### config.mk
export PLATFORM = sky130hd
export DESIGN_NAME = uart_rx_param
export DESIGN_NICKNAME = d
export VERILOG_FILES = /design/src/rtl/uart_rx_param.sv
export SDC_FILE = /design/constraint.sdc
export NUM_CORES = 1
export LEC_CHECK = 0
export BUFFER_PORTS_ARGS = -buffer_cell sky130_fd_sc_hd__buf_2
export CAP_MARGIN = 20
export CORE_MARGIN = 5
export CORE_UTILIZATION = 50
export CTS_BUF_LIST = sky130_fd_sc_hd__clkbuf_8
export DETAILED_ROUTE_END_ITERATION = 8
export PLACE_DENSITY = 0.75
export SLEW_MARGIN = 20
export SYNTH_ARGS = -nofsm -noshare
export SYNTH_HDL_FRONTEND = slang
export SYNTH_SLANG_ARGS = --single-unit
### constraint.sdc
create_clock -name clk -period 2.7 [get_ports clk]
set_input_delay 0.405 -clock clk [delete_from_list [all_inputs] [get_ports clk]]
set_output_delay 0.405 -clock clk [all_outputs]
set_load 0.02 [all_outputs]
### src/rtl/uart_rx_param.sv
// Parametrised UART receiver with input synchroniser, false-start rejection and error flags.
// Optional break detection is enabled by defining UART_RX_BREAK_DETECT_EN (adds break_det and a BRK state).

module uart_rx_param #(
  parameter int DATA_BITS = 8,
  parameter int PARITY    = 0,
  parameter int STOP_BITS = 1,
  parameter int OVS       = 16,
  parameter int BAUD_DIV  = 326
) (
  input  logic                 clk,
  input  logic                 reset,
  input  logic                 rxd,
  input  logic                 rd_ack,
  output logic                 tick,
  output logic                 rx_done,
  output logic [DATA_BITS-1:0] data_out,
  output logic                 data_valid,
  output logic                 parity_err,
  output logic                 frame_err,
  output logic                 overrun_err
`ifdef UART_RX_BREAK_DETECT_EN
  ,
  output logic                 break_det
`endif
);

  localparam int CW = $clog2(BAUD_DIV);
  localparam int SW = $clog2(OVS);
  localparam int BW = 4;

  localparam logic [CW-1:0] BAUD_LAST   = CW'(BAUD_DIV - 1);
  localparam logic [SW-1:0] S_MID       = SW'(OVS / 2 - 1);
  localparam logic [SW-1:0] S_LAST      = SW'(OVS - 1);
  localparam logic [BW-1:0] B_DATA_LAST = BW'(DATA_BITS - 1);
  localparam logic [BW-1:0] B_STOP_LAST = BW'(STOP_BITS - 1);

  typedef enum logic [2:0] {
    IDLE,
    START,
    DATA,
    PAR,
    STOP
`ifdef UART_RX_BREAK_DETECT_EN
    ,
    BRK
`endif
  } state_t;

  logic [CW-1:0]        baud_cnt;
  logic [1:0]           sync_q;
  logic                 rxs;

  state_t               state_q, state_d;
  logic [SW-1:0]        s_cnt_q, s_cnt_d;
  logic [BW-1:0]        b_cnt_q, b_cnt_d;
  logic [DATA_BITS-1:0] shift_q, shift_d;
  logic                 p_bad_q, p_bad_d;
  logic                 f_bad_q, f_bad_d;
  logic                 frame_done;
`ifdef UART_RX_BREAK_DETECT_EN
  logic                 par_bit_q, par_bit_d;
  logic                 break_done;
`endif

  always_ff @(posedge clk or posedge reset) begin
    if (reset) begin
      baud_cnt <= '0;
    end else if (tick) begin
      baud_cnt <= '0;
    end else begin
      baud_cnt <= baud_cnt + 1'b1;
    end
  end

  assign tick = (baud_cnt == BAUD_LAST);

  // Synchroniser resets to the idle line level so reset release never looks like a start bit.
  always_ff @(posedge clk or posedge reset) begin
    if (reset) begin
      sync_q <= 2'b11;
    end else begin
      sync_q <= {sync_q[0], rxd};
    end
  end

  assign rxs = sync_q[1];

  always_ff @(posedge clk or posedge reset) begin
    if (reset) begin
      state_q   <= IDLE;
      s_cnt_q   <= '0;
      b_cnt_q   <= '0;
      shift_q   <= '0;
      p_bad_q   <= 1'b0;
      f_bad_q   <= 1'b0;
`ifdef UART_RX_BREAK_DETECT_EN
      par_bit_q <= 1'b0;
`endif
    end else begin
      state_q   <= state_d;
      s_cnt_q   <= s_cnt_d;
      b_cnt_q   <= b_cnt_d;
      shift_q   <= shift_d;
      p_bad_q   <= p_bad_d;
      f_bad_q   <= f_bad_d;
`ifdef UART_RX_BREAK_DETECT_EN
      par_bit_q <= par_bit_d;
`endif
    end
  end

  always_comb begin
    state_d    = state_q;
    s_cnt_d    = s_cnt_q;
    b_cnt_d    = b_cnt_q;
    shift_d    = shift_q;
    p_bad_d    = p_bad_q;
    f_bad_d    = f_bad_q;
    frame_done = 1'b0;
`ifdef UART_RX_BREAK_DETECT_EN
    par_bit_d  = par_bit_q;
    break_done = 1'b0;
`endif

    case (state_q)
      IDLE: begin
        s_cnt_d = '0;
        b_cnt_d = '0;
        p_bad_d = 1'b0;
        f_bad_d = 1'b0;
`ifdef UART_RX_BREAK_DETECT_EN
        par_bit_d = 1'b0;
`endif
        if (!rxs) begin
          state_d = START;
        end
      end

      // Start bit is re-checked at mid-bit; a high line there was only a glitch.
      START: begin
        if (tick) begin
          if (s_cnt_q == S_MID) begin
            s_cnt_d = '0;
            state_d = rxs ? IDLE : DATA;
          end else begin
            s_cnt_d = s_cnt_q + 1'b1;
          end
        end
      end

      DATA: begin
        if (tick) begin
          if (s_cnt_q == S_LAST) begin
            s_cnt_d = '0;
            shift_d = {rxs, shift_q[DATA_BITS-1:1]};
            if (b_cnt_q == B_DATA_LAST) begin
              b_cnt_d = '0;
              state_d = (PARITY != 0) ? PAR : STOP;
            end else begin
              b_cnt_d = b_cnt_q + 1'b1;
            end
          end else begin
            s_cnt_d = s_cnt_q + 1'b1;
          end
        end
      end

      PAR: begin
        if (tick) begin
          if (s_cnt_q == S_LAST) begin
            s_cnt_d = '0;
            p_bad_d = ((^shift_q) ^ rxs) != (PARITY == 1);
`ifdef UART_RX_BREAK_DETECT_EN
            par_bit_d = rxs;
`endif
            state_d = STOP;
          end else begin
            s_cnt_d = s_cnt_q + 1'b1;
          end
        end
      end

      // Frame completes at mid-stop so a following start edge is never missed.
      STOP: begin
        if (tick) begin
          if (s_cnt_q == S_LAST) begin
            s_cnt_d = '0;
            f_bad_d = f_bad_q | ~rxs;
            if (b_cnt_q == B_STOP_LAST) begin
              b_cnt_d = '0;
`ifdef UART_RX_BREAK_DETECT_EN
              if (f_bad_d && (shift_q == '0) && !par_bit_q) begin
                break_done = 1'b1;
                state_d    = BRK;
              end else begin
                frame_done = 1'b1;
                state_d    = IDLE;
              end
`else
              frame_done = 1'b1;
              state_d    = IDLE;
`endif
            end else begin
              b_cnt_d = b_cnt_q + 1'b1;
            end
          end else begin
            s_cnt_d = s_cnt_q + 1'b1;
          end
        end
      end

`ifdef UART_RX_BREAK_DETECT_EN
      BRK: begin
        if (rxs) begin
          state_d = IDLE;
        end
      end
`endif

      default: state_d = IDLE;
    endcase
  end

  // rd_ack in the completion cycle consumes the old word, so the new one is not an overrun.
  always_ff @(posedge clk or posedge reset) begin
    if (reset) begin
      rx_done     <= 1'b0;
      data_out    <= '0;
      data_valid  <= 1'b0;
      parity_err  <= 1'b0;
      frame_err   <= 1'b0;
      overrun_err <= 1'b0;
`ifdef UART_RX_BREAK_DETECT_EN
      break_det   <= 1'b0;
`endif
    end else begin
      rx_done <= frame_done;
`ifdef UART_RX_BREAK_DETECT_EN
      break_det <= break_done;
`endif
      if (frame_done) begin
        data_out   <= shift_q;
        parity_err <= p_bad_q;
        frame_err  <= f_bad_d;
        data_valid <= 1'b1;
        if (data_valid && !rd_ack) begin
          overrun_err <= 1'b1;
        end
      end else if (rd_ack) begin
        data_valid <= 1'b0;
      end
    end
  end

endmodule

Yosys cells after proc, flatten, opt, wreduce, memory -nomap -nowiden

Index checks and enable logic that the tools add are counted.

Add/subtract/negate cells: 3
Multipliers: 0
Divide/modulo/power cells: 0
Order comparisons: 0
Equality and inequality tests: 20
Shift operators: 0
Multiplexer cells: 38
Bitwise logic cells: 3
Reductions and logical operators: 16

Operators with widths:

| cell                                                                   | count |
|---|---|
| 4-bit 2-to-1 mux                                                       | 10 |
| 3-bit 2-to-1 mux                                                       | 11 |
| 4-bit case mux with 3 select lines                                     | 2 |
| 2-bit != test (second input constant)                                  | 11 |
| 3-bit case mux with 5 select lines                                     | 1 |
| 11-bit AND reduction                                                   | 1 |
| 1-bit 2-to-1 mux                                                       | 10 |
| 9-bit by 1-bit adder with 9-bit output (second input constant)         | 1 |
| 9-bit equality test (second input constant)                            | 1 |
| 9-bit 2-to-1 mux                                                       | 1 |
| 3-bit AND reduction                                                    | 3 |
| 4-bit by 1-bit adder with 4-bit output (second input constant)         | 2 |
| 4-bit by 3-bit equality test with 1-bit output (second input constant) | 2 |
| 8-bit parity                                                           | 1 |
| 3-bit by 2-bit equality test with 1-bit output (second input constant) | 2 |
| 3-bit nonzero test                                                     | 2 |
| 5-bit AND reduction                                                    | 1 |
| 4-bit equality test (second input constant)                            | 1 |
| 4-bit logical NOT                                                      | 1 |
| 1-bit case mux with 2 select lines                                     | 2 |
| 2-bit nonzero test                                                     | 2 |
| 3-bit by 1-bit equality test with 1-bit output (second input constant) | 1 |
| 3-bit equality test (second input constant)                            | 1 |
| 3-bit logical NOT                                                      | 1 |
| 9 further kinds                                                        | 9 |

Flip-flop bits (word level): 45
Bits in latches: 0
Bits in writable memories: 0
Bits in read-only memories: 0
Input bits: 4
Output and inout port bits: 14
Logic and storage cells: 94
Memories: 0

Logic depth before layout (Yosys ltp)

Gate-level depths: netlist (run 1).

Depth after elaboration: 6
Gate-level depth with buffers: 8
Gate-level depth less buffers: 8

Worst setup path after synthesis (run 1)

No wires, ideal clock.

Path kind: reg-to-reg
Start point: register b_cnt_q[0]
End point: register data_out[0]
Setup time: 0.125 ns
Arrival time: 1.883 ns
Data required time: 2.575 ns
Setup slack: 0.692 ns
Stages on the path, launching flop included: 7
Path buffers: 1
Period minus slack after synthesis: 2.008 ns
Cells stage by stage: dfrtp_1 > inv_1 > ha_1 > or3b_2 > nor4b_4 > buf_6 > mux2_4

Cells in the longest elaborated chain, start to end: 5

RTL lines:

| item                   | line | source |
|---|---|---|
| start, declared        | 56   | `logic [BW-1:0] b_cnt_q, b_cnt_d;` |
| start signal, assigned | 103  | `b_cnt_q <= b_cnt_d;` |
| 4-bit logical NOT      | 190  | `if (b_cnt_q == B_STOP_LAST) begin` |
| 1-bit 2-to-1 mux       | 190  |  |
| 1-bit 2-to-1 mux       | 187  | `if (s_cnt_q == S_LAST) begin` |
| 1-bit 2-to-1 mux       | 186  | `if (tick) begin` |
| 1-bit 2-to-1 mux       | 126  | `case (state_q)` |
| named net frame_done   | 60   | `logic frame_done;` |
| end signal, assigned   | 243  | `data_out <= shift_q;` |
| end, declared          | 17   | `output logic [DATA_BITS-1:0] data_out,` |

The timed path passes the listed nets, and every way through them passes these cells.
A chain may end at the register's enable or synchronous reset.

Final worst setup path (run 1)

Start point: register baud_cnt[0]
End point: output tick

Cells in the longest elaborated chain, start to end: 1

RTL lines:

| item                   | line | source |
|---|---|---|
| start, declared        | 50   | `logic [CW-1:0] baud_cnt;` |
| start signal, assigned | 72   | `baud_cnt <= baud_cnt + 1'b1;` |
| 9-bit equality test    | 76   | `assign tick = (baud_cnt == BAUD_LAST);` |
| end, declared          | 15   | `output logic tick,` |

Every way passes these cells.

==> results of run 1 <==
==> layout make-up <==
type / count / area [µm²]
well taps: 52 / 65.06
inverters: 10 / 37.54
fillers: 385 / 1879
multi-input cells: 130 / 1012
clock inverters: 3 / 25.02
flip-flops and latches: 45 / 1129
repair buffers: 20 / 107.6
clock buffers: 5 / 68.82
==> final timing paths <==
check | cells after the start | to | from | slack, ps
worst max register to register | 6 | b_cnt_q[3]$_DFFE_PP0P_ | s_cnt_q[0]$_DFFE_PP0P_ | 650
worst min register to register | 0 | sync_q[1]$_DFF_PP1_ | sync_q[0]$_DFF_PP1_ | 360
min in group asynchronous | 3 | data_out[6]$_DFFE_PP0P_ | reset | 210
worst max-delay path | 6 | tick | baud_cnt[0]$_DFF_PP0_ | 390
max in group asynchronous | 3 | state_q[1]$_DFFE_PP0P_ | reset | 2110
worst min-delay path | 1 | sync_q[0]$_DFF_PP1_ | rxd | 190
==> layout by cell type, fill, tap and decap left out, types with 4 or more instances in the layout <==
master    instances
mux2_4            5
mux2_2           12
nand3_1           8
nor3_1            5
a21oi_1           7
nor2_1           13
buf_2            17
xor2_1            4
o21ai_0           6
ha_1              5
clkbuf_8          5
xnor2_1          11
inv_1             8
nand2_1           9
dfrtp_1          43
==> cells by family (layout without fill, tap and decap cells) <==
| group | count (synthesis) | in the layout | synth area share, % |
|---|---|---|---|
| compound gates | 35 | 35 | 10.99 |
| xor+xnor | 15 | 15 | 5.915 |
| fa+ha+maj | 7 | 7 | 3.718 |
| buf+inv | 18 | 38 | 3.605 |
| flops | 45 | 45 | 50.82 |
| mux | 17 | 17 | 9.465 |
| simple gates | 56 | 56 | 15.49 |
==> report_power, final <==
group,total [W],switching [W],internal (W)
Sequential,0.000678,0.00000196,0.000676
Clock,0.000433,0.000246,0.000187
Combinational,0.0000198,0.0000148,0.00000503
==> Yosys cell counts, drive strengths merged (2+ instances only) <==
master and number:
dfrtp 43, mux2 17, nor2 13, xnor2 11, nand2 10, inv 9, nand3 8, a21oi 7
o21ai 6, ha 5, nor3 5, and3 4, buf 4, clkbuf 4, xor2 4, a21o 3
nand4 3, o211ai 3, a31oi 2, and4b 2, dfstp 2, maj3 2, nor2b 2, nor4b 2
o21a 2, o2bb2ai 2
==> state kept, by name (all words and copies together) (netlist names) <==
signal / cells
frame_err: 1
rx_done: 1
p_bad_q: 1
b_cnt_q: 4
parity_err: 1
sync_q: 2
shift_q: 8
baud_cnt: 9
overrun_err: 1
s_cnt_q: 4
f_bad_q: 1
data_valid: 1
data_out: 8
state_q: 3
==> critical path: cells and delay by family, from the launching register on <==
family / cells / cell delay, ps
and+or+nand+nor: 2 / 380
adders and majority gates: 1 / 210
buffers and inverters: 3 / 600
DFF: 1 / 420
==> metrics by stage <==
step	cells	cell area, µm²	utilization, %
global placement	257	2351	54.37
detailed placement	257	2351	54.37
global route	265	2445	56.54
floorplan	193	2221	-
finish	265	2445	56.54
CTS	265	2445	56.54
==> routing by layer <==
layer	wire, µm	track usage [%]	part of all wire [%]
met1	1878	19.00	50
met2	1679	23.20	44
met3	138	3.664	3.7
met4	79	6.294	2.1
met5	0	0	0
==> impl_results.md, run 1 <==
- Root buf cell: clkbuf_8
- Synth area leader: dfrtp_1
- Avg Synthesized Cell Area: 11.51 µm²
- CTS Buf Count: 5
- Setup Skew: 14.22 ps
- Flops & latches, synth: 45
- CTS resizes: 0
- Tot GR Track Use: 14.67%
- Layout cells sized above 1: 25.82%
- Seq/Total Area, Yosys: 50.82%
- Vias per inst: 5.589
- Worst path required time: 2300 ps
- Pwr Total: 0.001131 W
- CTS HTree Levels: 2
- Cell area power density: 462.5 nW/µm²
- Worst Hold Slack: 191.8 ps
- IO buf count: 17
- Synth top area cells: dfrtp_1 (48%), mux2_2 (6.1%), xnor2_1 (4.3%), mux2_4 (3.4%), ha_1 (2.8%)
- Setup Viol. Count Final: 0
- Full die area: 5874 µm²
- Fmax achieved: 432.4 MHz
- Minimum period implied by the final worst setup slack: 2313 ps
- Crit path largest cell delay: 420 ps
- Vias in the first global route: 1496
- PnR worst setup slack: 387.4 ps
- Post-route setup TNS: 0 ps
- Post-Syn Nets: 202
- CP max FO: 12
- Tightest Pin Transition: 575.7 ps
- Hpwl dp: 2.644 mm
- Die Wd: 76.65 µm
- Synthesized area: 2221 µm²
- NumNets Final: 221
- DRT iter0 DRCs: 52
- Syn-to-layout area delta: 10.08%
- Drt drc: 0
- Outcome: completed
- Largest net degree at the start of global routing: 46
- Worst-Skew Late Latency: 310 ps
- Post-synth EDFFs: 0
- First-pass GRT wire length: 6.948 mm
- Detail Route Antenna Nets: 0
- Worst path slowest cell: dfrtp_1
- Leak Pwr: 1.171 nW
- CTS tree: built
- Die Height: 76.65 µm
- # diodes: 0
- Clock sink total: 45
- Number of max-cap violations: 0
- Critical Path AT: 1910 ps
- Initial Utilization: 51.36%
- Drt first pass iters: 4
- Crit share post-route: 85.65%
- Routed WL: 3.776 mm
- # IOs: 18
- Cells after synthesis: 193
- CTS clk-pin slew, worst paths: 90 ps
- Worst setup SP type: flip-flop
- WS Path Type: reg2out
- Max Root-Sink Buffers: 2
- Post-synth cell types: 51
- Hold violation count in the final report: 0
- Rows: 24
- RSZ-0062 raised after global routing: false
- Top FF cell, synth: dfrtp_1
- Post-synth ARST share: 100.0%
- CTS Hold Bufs: 0
- Wire per inst: 14.25 µm
- Vias after detailed routing: 1481
- Top cell type's share of synthesized area: 48.45%
- Pre-CTS setup slack: 643.3 ps
- Yosys warns: 0
- Number of setup buffers added after CTS: 0
- Max-Slew Margin vs Limit: 61.62%
- Core Region: 4324 µm²
- Antenna violations before repair: 0
- Final RePlAce weighted congestion: 0.7725
- Worst Setup End Kind: primary output
- GRT overflow: 0
- Slew Viols, Final: 0
- Worst hold path class: in2reg
- Maximum vdd ir drop: 0.3559 mV
- CP Cell Sequence: ha_1, and4b_1, nand2_4, clkinv_1, buf_4, buf_2
No activity file was read; power rests on OpenSTA's default activity.
==> inputs of run 2 (changes only) <==
CELL_PAD_IN_SITES_DETAIL_PLACEMENT = 1   (was not set)
CELL_PAD_IN_SITES_GLOBAL_PLACEMENT = 1   (was not set)
PLACE_DENSITY = 0.89   (was 0.75)
clock period = 2.63 ns   (was 2.7 ns; I/O delays follow)
==> impl_results.md, run 2 (synthesis results as in run 1) <==
- DR top layer: met4
- Wire per inst: 19.21 µm (+35%)
- # diodes: 0 (unchanged)
- Pwr Total: 0.001260 W (+11%)
- Vias in the first global route: 1811 (+21%)
- Crit path largest cell delay: 400 ps (-20 ps)
- NumNets Final: 221 (unchanged)
- Met2 wire length: 2.651 mm (+58%)
- Outcome: completed
- Slew Viols, Final: 0 (unchanged)
- Core Region: 4324 µm² (unchanged)
- Die Height: 76.65 µm (unchanged)
- Worst Setup End Kind: primary output
- Switching share of total power: 20.21% (-3.0 points)
- Met1 wire length: 2.153 mm (+15%)
- Worst hold path class: in2reg
- Leak Pwr: 1.189 nW (+1.5%)
- Routed wire length on met3: 190 µm (+38%)
- CTS HTree Levels: 2 (unchanged)
- Most frequent cells in the layout: dfrtp_1 (43), buf_2 (17), nor2_1 (13)
- WS Path Type: reg2out
- Full die area: 5874 µm² (unchanged)
- CP max FO: 14 (+2)
- CP Cell Sequence: inv_1, ha_1, and4b_1, nand2_4, clkinv_1, buf_4, buf_2
- GRT overflow: 0 (unchanged)
- Hold Crit Depth: 1 (unchanged)
- Number of setup buffers added after CTS: 0 (unchanged)
- CTS Hold Bufs: 0 (unchanged)
- Top reg by flops: baud_cnt
- Routed WL: 5.090 mm (+35%)
- Layout cells sized above 1: 25.35% (-0.47 points)
- Drt drc: 0 (unchanged)
- Clock power share: 43.1% (+4.8 points)
- Die Wd: 76.65 µm (unchanged)
- Vias after detailed routing: 1581 (+6.8%)
- Register area: 1129 µm² (unchanged)
- Detail Route Antenna Nets: 0 (unchanged)
- CTS Buf Count: 5 (unchanged)
- Final RePlAce weighted congestion: 0.7590 (-1.7%)
- Tightest Pin Transition: 617.5 ps (+41.82 ps)
- Largest net degree at the start of global routing: 46 (unchanged)
- Cells on worst reg2reg path: 5 (-1)
- Reg2reg start: state_q[2]$_DFFE_PP0P_
- Rows: 24 (unchanged)
- Worst-case hold path end point: sync_q[0]$_DFF_PP1_
- Max Root-Sink Buffers: 2 (unchanged)
- Fin util: 57.06% (+0.52 points)
- Number of max-cap violations: 0 (unchanged)
- CTS tree: built
- # IOs: 18 (unchanged)
- Worst setup startpoint: baud_cnt[1]$_DFF_PP0_
- Initial Utilization: 51.36% (unchanged)
- Worst path required time: 2240 ps (-60 ps)
- Layout Cells excl Fill: 265 (unchanged)
- Commonest non-fill, non-tap cell in the layout: dfrtp_1
- Worst setup SP type: flip-flop
- Tot GR Track Use: 18.59% (+3.9 points)
- Hold violation count in the final report: 0 (unchanged)
- Worst path slowest cell: dfrtp_1
- Syn-to-layout area delta: 11.10%
- RSZ-0062 raised after global routing: false
- Power share of the sequential group: 55.2% (-4.8 points)
- Placed Cells: 257 (unchanged)
- IO buf count: 17 (unchanged)
- Top flop regs: baud_cnt: 9 flops, data_out: 8 flops, shift_q: 8 flops
- First-pass GRT wire length: 8.749 mm (+26%)
- Root buf cell: clkbuf_8
- Post-route setup TNS: 0 ps (unchanged)
- Vias per inst: 5.966 (+6.8%)
- Fmax achieved: 440.8 MHz
- Comb pwr share: 1.7% (about the same)
- Clock sink total: 45 (unchanged)
- Layout fillers: 484 (+26%)
- Cell area power density: 510.6 nW/µm² (+10%)
- Antenna violations before repair: 0 (unchanged)
- CTS resizes: 0 (unchanged)
- Internal power: 0.001005 W (+16%)
- Maximum vdd ir drop: 0.4815 mV (+35%)
- Worst-Skew Late Latency: 310 ps (about the same)
- Drt first pass iters: 4 (unchanged)
- Area of the multi-input gates: 1012 µm² (unchanged)
- Hpwl dp: 3.578 mm (+35%)
- CTS clk-pin slew, worst paths: 80 ps (about the same)
- Crit path max-delay family: buffers and inverters
- Setup Viol. Count Final: 0 (unchanged)
- Setup Skew: 9.723 ps (-4.497 ps)
- R2R setup slack: 480 ps (-170 ps)
- R2r endpoint: s_cnt_q[3]$_DFFE_PP0P_
- DRT iter0 DRCs: 21 (-60%)
- Buffers plus inverters on the worst setup path: 4 (+1)
- Max reg flops: 9 (unchanged)
- Crit share post-route: 86.25%
- Hold Startpoint: rxd
- Net Sw Power: 0.0002546 W (-3.1%)
- Minimum period implied by the final worst setup slack: 2268 ps
- Critical Path AT: 1870 ps (-40 ps)
- Max-Slew Margin vs Limit: 58.83% (-2.8 points)
==> run 2: cell types whose count changed in the layout (fill, tap and decap cells not counted) <==
cell,previous run,this run
bufinv_16,0,1
clkbuf_8,5,6
clkinv_4,1,0
clkinvlp_4,1,0
inv_1,8,9
inv_6,1,0
==> run 2: power by group through the flow <==
stage	logic (W)	registers (W)	clock network [W]
4_1_cts	0.0000228	0.000696	0.000557
5_1_grt	0.0000251	0.000696	0.000592
3_3_place_gp	0.0000216	0.000710	0
3_5_place_dp	0.0000226	0.000710	0
2_1_floorplan	0.0000143	0.000709	0
6_report	0.0000213	0.000696	0.000543
==> run 2: worst max-delay path by stage <==
| stage | endpoint | slack (ps) | cells past startpoint |
|---|---|---|---|
| 2_1_floorplan | data_out[0]$_DFFE_PP0P_ | 620 | 6 |
| 3_3_place_gp | data_out[4]$_DFFE_PP0P_ | 590 | 6 |
| 3_5_place_dp | data_out[6]$_DFFE_PP0P_ | 550 | 6 |
| 4_1_cts | tick | 340 | 7 |
| 5_1_grt | tick | 250 | 7 |
| 6_report | tick | 360 | 7 |
==> run 2: metal layers <==
layer / vias to the layer above / global-route usage [%]
li1: 724 / -
met1: 821 / 21.62
met2: 27 / 31.76
met3: 9 / 4.846
met4: 0 / 8.566
met5: - / 0
==> run 2: area by class of cell <==
class                           count  area share, %
Sequential cell                    45          45.74
Multi-Input combinational cell    130          41.02
Timing Repair Buffer               20          4.361
Clock buffer                        6          3.347
Tap cell                           52          2.637
Inverter                           10          1.521
Clock inverter                      2          1.369
==> run 2: worst reg2reg max path: cells and delay by family (launching register included) <==
| kind | cells | cell delay (ps) |
|---|---|---|
| compound gates | 4 | 1040 |
| flops | 1 | 740 |
| simple gates | 1 | 260 |
==> run 2: stage by stage <==
step | hold WS (ps) | instance area [µm²] | worst slack [ps]
after global routing | 168.0 | 2467 | 249.9
after CTS | 177.6 | 2467 | 342.1
after global placement | 346.0 | 2351 | 591.9
after floorplan | 345.2 | 2221 | 621.9
after detailed placement | 353.0 | 2351 | 546.9
final | 190.1 | 2467 | 361.5
